[src/rtl/multicycle_ctrl_pkg.sv]
// Shared definitions for the multicycle controller: FSM states, instruction
// classes, opcode/funct constants and ALU operation codes.
package multicycle_pkg;

    typedef enum logic [2:0] {
        FETCH  = 3'd0,
        DECODE = 3'd1,
        EXE    = 3'd2,
        MEM    = 3'd3,
        WB     = 3'd4
    } state_t;

    typedef enum logic [2:0] {
        CL_NOP     = 3'd0,
        CL_R       = 3'd1,
        CL_IALU    = 3'd2,
        CL_LW      = 3'd3,
        CL_SW      = 3'd4,
        CL_ILLEGAL = 3'd5
    } iclass_t;

    localparam logic [5:0] OP_RTYPE = 6'b000000;
    localparam logic [5:0] OP_ADDI  = 6'b001000;
    localparam logic [5:0] OP_ANDI  = 6'b001100;
    localparam logic [5:0] OP_XORI  = 6'b001110;
    localparam logic [5:0] OP_SLTIU = 6'b001011;
    localparam logic [5:0] OP_LW    = 6'b100011;
    localparam logic [5:0] OP_SW    = 6'b101011;

    localparam logic [5:0] FN_NOP   = 6'b000000;
    localparam logic [5:0] FN_ADD   = 6'b100000;
    localparam logic [5:0] FN_SUB   = 6'b100010;
    localparam logic [5:0] FN_AND   = 6'b100100;
    localparam logic [5:0] FN_OR    = 6'b100101;
    localparam logic [5:0] FN_XOR   = 6'b100110;
    localparam logic [5:0] FN_NOR   = 6'b100111;
    localparam logic [5:0] FN_SLTU  = 6'b101011;
    localparam logic [5:0] FN_SLLV  = 6'b000100;

    localparam logic [2:0] ALU_AND = 3'b000;
    localparam logic [2:0] ALU_OR  = 3'b001;
    localparam logic [2:0] ALU_XOR = 3'b010;
    localparam logic [2:0] ALU_NOR = 3'b011;
    localparam logic [2:0] ALU_ADD = 3'b100;
    localparam logic [2:0] ALU_SUB = 3'b101;
    localparam logic [2:0] ALU_SLT = 3'b110;
    localparam logic [2:0] ALU_SLL = 3'b111;

endpackage

[src/rtl/multicycle_ctrl_decode.sv]
// ctrl_decode: combinational instruction classifier; maps {opcode,funct} to
// an instruction class, the ALU operation and the immediate-extension select.
module ctrl_decode
    import multicycle_pkg::*;
(
    input  logic [5:0] opcode,
    input  logic [5:0] funct,
    output iclass_t    iclass,
    output logic [2:0] alu_op,
    output logic       imm_s
);

    // classify the instruction and pick its ALU operation
    always_comb begin
        iclass = CL_ILLEGAL;
        alu_op = '0;
        imm_s  = 1'b0;
        case (opcode)
            OP_RTYPE: begin
                if (funct == FN_NOP) begin
                    iclass = CL_NOP;
                end else begin
                    iclass = CL_R;
                    case (funct)
                        FN_ADD:  alu_op = ALU_ADD;
                        FN_SUB:  alu_op = ALU_SUB;
                        FN_AND:  alu_op = ALU_AND;
                        FN_OR:   alu_op = ALU_OR;
                        FN_XOR:  alu_op = ALU_XOR;
                        FN_NOR:  alu_op = ALU_NOR;
                        FN_SLTU: alu_op = ALU_SLT;
                        FN_SLLV: alu_op = ALU_SLL;
                        default: alu_op = '0;
                    endcase
                end
            end
            OP_ADDI:  begin iclass = CL_IALU; alu_op = ALU_ADD; imm_s = 1'b1; end
            OP_ANDI:  begin iclass = CL_IALU; alu_op = ALU_AND; end
            OP_XORI:  begin iclass = CL_IALU; alu_op = ALU_XOR; end
            OP_SLTIU: begin iclass = CL_IALU; alu_op = ALU_SLT; end
            OP_LW:    begin iclass = CL_LW;   alu_op = ALU_ADD; imm_s = 1'b1; end
            OP_SW:    begin iclass = CL_SW;   alu_op = ALU_ADD; imm_s = 1'b1; end
            default:  iclass = CL_ILLEGAL;
        endcase
    end

endmodule

[src/rtl/multicycle_ctrl.sv]
// multicycle_ctrl: Moore FSM controller for a multicycle datapath
// (FETCH/DECODE/EXE/MEM/WB) with a retired-instruction counter.
// Optional feature macro: SINGLE_STEP_EN -- FETCH waits for a step pulse.
module multicycle_ctrl
    import multicycle_pkg::*;
(
    input  logic        clk,
    input  logic        rst,
    input  logic [5:0]  opcode,
    input  logic [5:0]  funct,
    input  logic        step,
    output logic        pc_write,
    output logic        ir_write,
    output logic        reg_write,
    output logic        mem_write,
    output logic [2:0]  alu_op,
    output logic        rd_rt_s,
    output logic        imm_s,
    output logic        rt_imm_s,
    output logic        alu_mem_s,
    output logic        instr_done,
    output logic        illegal,
    output logic [31:0] inst_cnt
);

    state_t     state, state_next;
    iclass_t    cls_q;
    logic [2:0] aop_q;
    logic       imm_q;

    iclass_t    dec_class;
    logic [2:0] dec_alu_op;
    logic       dec_imm_s;

    ctrl_decode u_decode (
        .opcode (opcode),
        .funct  (funct),
        .iclass (dec_class),
        .alu_op (dec_alu_op),
        .imm_s  (dec_imm_s)
    );

`ifndef SINGLE_STEP_EN
    logic step_unused;
    assign step_unused = step;
`endif

    // state register, class latch (captured in DECODE) and retire counter
    always_ff @(posedge clk) begin
        if (rst) begin
            state    <= FETCH;
            cls_q    <= CL_NOP;
            aop_q    <= '0;
            imm_q    <= 1'b0;
            inst_cnt <= '0;
        end else begin
            state <= state_next;
            if (state == DECODE) begin
                cls_q <= dec_class;
                aop_q <= dec_alu_op;
                imm_q <= dec_imm_s;
            end
            if (instr_done) begin
                inst_cnt <= inst_cnt + 32'd1;
            end
        end
    end

    // next-state and outputs; everything is forced low while rst is high so
    // a pending reg_write/mem_write is dropped in the reset cycle itself
    always_comb begin
        state_next = state;
        pc_write   = 1'b0;
        ir_write   = 1'b0;
        reg_write  = 1'b0;
        mem_write  = 1'b0;
        alu_op     = '0;
        rd_rt_s    = 1'b0;
        imm_s      = 1'b0;
        rt_imm_s   = 1'b0;
        alu_mem_s  = 1'b0;
        instr_done = 1'b0;
        illegal    = 1'b0;
        if (!rst) begin
            if (state == EXE || state == MEM || state == WB) begin
                alu_op    = aop_q;
                imm_s     = imm_q;
                rd_rt_s   = (cls_q != CL_R);
                rt_imm_s  = (cls_q != CL_R);
                alu_mem_s = (cls_q == CL_LW);
            end
            case (state)
                FETCH: begin
`ifdef SINGLE_STEP_EN
                    if (step) begin
                        ir_write   = 1'b1;
                        pc_write   = 1'b1;
                        state_next = DECODE;
                    end
`else
                    ir_write   = 1'b1;
                    pc_write   = 1'b1;
                    state_next = DECODE;
`endif
                end
                DECODE: begin
                    case (dec_class)
                        CL_NOP: begin
                            instr_done = 1'b1;
                            state_next = FETCH;
                        end
                        CL_ILLEGAL: begin
                            illegal    = 1'b1;
                            state_next = FETCH;
                        end
                        default: state_next = EXE;
                    endcase
                end
                EXE: begin
                    if (cls_q == CL_LW || cls_q == CL_SW) state_next = MEM;
                    else                                  state_next = WB;
                end
                MEM: begin
                    if (cls_q == CL_SW) begin
                        mem_write  = 1'b1;
                        instr_done = 1'b1;
                        state_next = FETCH;
                    end else begin
                        state_next = WB;
                    end
                end
                WB: begin
                    reg_write  = 1'b1;
                    instr_done = 1'b1;
                    state_next = FETCH;
                end
                default: state_next = FETCH;
            endcase
        end
    end

endmodule

[config.mk]
export PLATFORM = sky130hd
export DESIGN_NAME = multicycle_ctrl
export DESIGN_NICKNAME = d
export VERILOG_FILES = /design/src/rtl/multicycle_ctrl_pkg.sv /design/src/rtl/multicycle_ctrl_decode.sv /design/src/rtl/multicycle_ctrl.sv
export SDC_FILE = /design/constraint.sdc
export NUM_CORES = 1
export LEC_CHECK = 0
export ABC_CLOCK_PERIOD_IN_PS = 3000
export BUFFER_PORTS_ARGS = -buffer_cell sky130_fd_sc_hd__buf_2
export CAP_MARGIN = 20
export CORE_MARGIN = 10
export CORE_UTILIZATION = 40
export DETAILED_ROUTE_END_ITERATION = 7
export GPL_TIMING_DRIVEN = 0
export SYNTH_ARGS = -nofsm -noshare
export SYNTH_HDL_FRONTEND = slang
export SYNTH_SLANG_ARGS = --single-unit
[constraint.sdc]
create_clock -name clk -period 3 [get_ports clk]
set_clock_uncertainty 0.05 [all_clocks]
set_input_delay 0 -clock clk [delete_from_list [all_inputs] [get_ports clk]]
set_output_delay 0 -clock clk [all_outputs]
set_load 0.01 [all_outputs]
==> reports/qor.yml <==
outcome:
  status: "completed"
timing:
  rsz0062_at_grt: "false"
  tightest_slew_ps: 974
  tns_ps: 0
  fmax_ghz: 0.379
  slew_headroom: 0.345
  period_share: 0.880
  slew_viol_final: 0
  finalSetupViolations: 0
  period_minus_slack_ps: 2640
  hold_viol_final: 0
critical_path:
  end_kind: "output pin"
  r2r_start: "inst_cnt[8]"
  crit_required_ps: 2950
  crit_arrival_ps: 2590
  rr_worst_depth: 5
  critical_path.max_fanout: 10
  timing.rr.end: "inst_cnt[27]"
  crit_type: "flip-flop to output pin"
  startpoint_type: "flip-flop"
  reg2reg_slack_ps: 400
final_layout:
  final_cells: 455
  syn_to_final_growth_pct: 19.3
  nets: 395
  final_cell_area_um2: 2960
  fillerInstances: 604
  drive_above_1_share: 0.200
  antenna_cells: 0
synthesis:
  yosys_register_bits: 42
  synth_cells: 316
  yosys-top-cells-count: "dfxtp_1, a21oi_1, nor2_1"
  synth.most_common_cell: "dfxtp_1"
  seq_area_frac_synth: 0.339
  netlist_area_um2: 2480
  synth_edf_count: 0
  synth_ff_type: "dfxtp_1"
  yosys.area.top_type: "dfxtp_1"
  synthesis.nets: 332
  synth_area_per_cell_um2: 7.84
  synth.distinct_cells: 55
  synth.area.top_cells: "dfxtp_1, a21oi_1, o31ai_1"
  netlist.area_leader.share: 0.339
  async_reset_ff_frac: 0
  yosys_warnings: 0
clock_network:
  cts_tree: "yes"
  postCtsSetupBuffers: 0
  cts_max_level: 2
  insertion_delay_ps: 290
  cts_buffers: 5
  clockRootBuffer: "clkbuf_8"
  clock_path_buffers: 2
  cts_sinks: 42
  path_clk_slew_ps: 80
pwr:
  leakage_nw: 1.09
  power_density_nw_per_um2: 357
  power_mw: 1.06
  ir_worst_vdd_mv: 0.171
global_route:
  met1_usage: 0.177
  overflow: 0
  grtUsageTotal: 0.140
  met3_usage: 0.0384
  grt_start_max_net_pins: 14
  grt_first_pass_wirelength_um: 11800
  met2_usage: 0.226
  antenna_found_initial: 0
  top_usage_layer: "met2"
  grt_pass1_vias: 2538
die:
  fp-row-count: 28
  start_util: 0.416
  die-area_um2: 9740
  die_w_um: 98.7
  fp.coreArea_um2: 5960
  fp.dieH_um: 98.7
  ios: 60
routing:
  drc: 0
  antenna_left: 0
  drt_wl_total_um: 7020
  drt_iter0_drc: 120
  detail_route.wl_per_cell_um: 15.4
  vias: 2622
  drt_pass1_iterations: 4
  via_per_inst: 5.76
min_path:
  holdCritPathClass: "primary input to flip-flop"
  min_from: "funct[4]"
  min_to: "aop_q[2]"
  holdPathStages: 4
run:
  max-cap-violations: 0
placement:
  port_buffers: 54
  dp_hpwl_um: 5270
  gp_congestion: 0.821
  dp.cells: 445
  place_area_um2: 2840
where the power goes:
| group | total (mW) | switching (mW) | internal [mW] |
|---|---|---|---|
| clock | 0.392 | 0.207 | 0.185 |
| combinational | 0.0979 | 0.0624 | 0.0355 |
| sequential | 0.566 | 0.00506 | 0.561 |
how the worst max path moves through the flow:
stage | start | end | slack (ps) | cells past startpoint
global placement | inst_cnt[8] | inst_cnt[31] | 430 | 5
floorplan | inst_cnt[8] | inst_cnt[31] | 830 | 5
finish | state[1] | instr_done | 360 | 8
global route | state[1] | instr_done | 160 | 8
CTS | state[1] | instr_done | 340 | 8
detailed placement | inst_cnt[8] | inst_cnt[27] | 430 | 5
critical path, cell delays in order (launching register included):
cell      delay (ps)
dfxtp_1          320
clkbuf_1         340
nor3_1            80
and4bb_2         300
o21ai_4          300
clkbuf_1         420
buf_2            330
nor2_1            60
buf_2            150
routing by layer:
layer / up-vias / wire length (um) / part of all wire
met4: 0 / 62 / 0.0088
li1: 1334 / - / -
met2: 54 / 3290 / 0.47
met5: - / 0 / 0
met3: 4 / 357 / 0.051
met1: 1230 / 3310 / 0.47
final cells by class:
cell class	instances	area, um2	area share
repair buffers	56	290	0.0982
inverters	4	15.0	0.00508
clock inverters	2	12.5	0.00423
multi-input cells	248	1520	0.515
flip-flops and latches	42	841	0.284
well taps	75	93.8	0.0317
plain buffers	22	98.8	0.0334
clock buffers	6	82.6	0.0279
through the flow:
| step | util | hold slack (ps) | setup WS, ps |
|---|---|---|---|
| finish | 0.496 | 75.9 | 361 |
| CTS | 0.496 | 70.3 | 344 |
| global route | 0.496 | 104 | 159 |
| detailed placement | 0.477 | 216 | 428 |
| floorplan | - | 50.8 | 831 |
| global placement | 0.477 | 211 | 434 |
repair_timing:
| item | in CTS | in global routing |
|---|---|---|
| hold buffers | 2 | 0 |
| resized for setup | 0 | 0 |
| endpoints found under the hold margin | 1 | 0 |
placed cells by master, fill, tap and decap left out, drive strengths merged, types with 2 or more instances in the layout:
cell type    synthesis  layout
nor4                 2       2
nand3b               2       2
nand2b               4       4
nor2                24      24
or2                  2       2
and4                 5       5
or3                 11      11
and3                 6       6
nor3                10      10
a2111oi              2       2
o31ai               18      18
dlygate4sd3          0       2
buf                  6      60
or4                 19      19
a21oi               34      34
o211ai               3       3
xor2                 6       6
nand3               12      12
nor3b                3       3
and2                 8       8
nand4               12      12
clkbuf              16      22
nand2               21      21
a22oi                2       2
o21ai               19      19
dfxtp               42      42
or3b                 2       2
mux2i                2       2
inv                  4       4
registers in the layout, indices dropped and copies added (netlist names):
register  cells
cls_q         3
inst_cnt     32
state         3
aop_q         3
imm_q         1
kinds of logic (layout without fill, tap and decap cells):
| group | Yosys count | count (layout) | share of synthesized area |
|---|---|---|---|
| DFF | 42 | 42 | 0.339 |
| and+or+nand+nor | 148 | 148 | 0.345 |
| muxes | 3 | 3 | 0.0126 |
| AOI/OAI and AO/OA | 90 | 90 | 0.231 |
| xor gates and xnor gates | 6 | 6 | 0.0212 |
| adders and majority gates | 1 | 1 | 0.00505 |
| buffers and inverters | 26 | 90 | 0.0460 |
No activity file was read; power rests on OpenSTA's default activity.
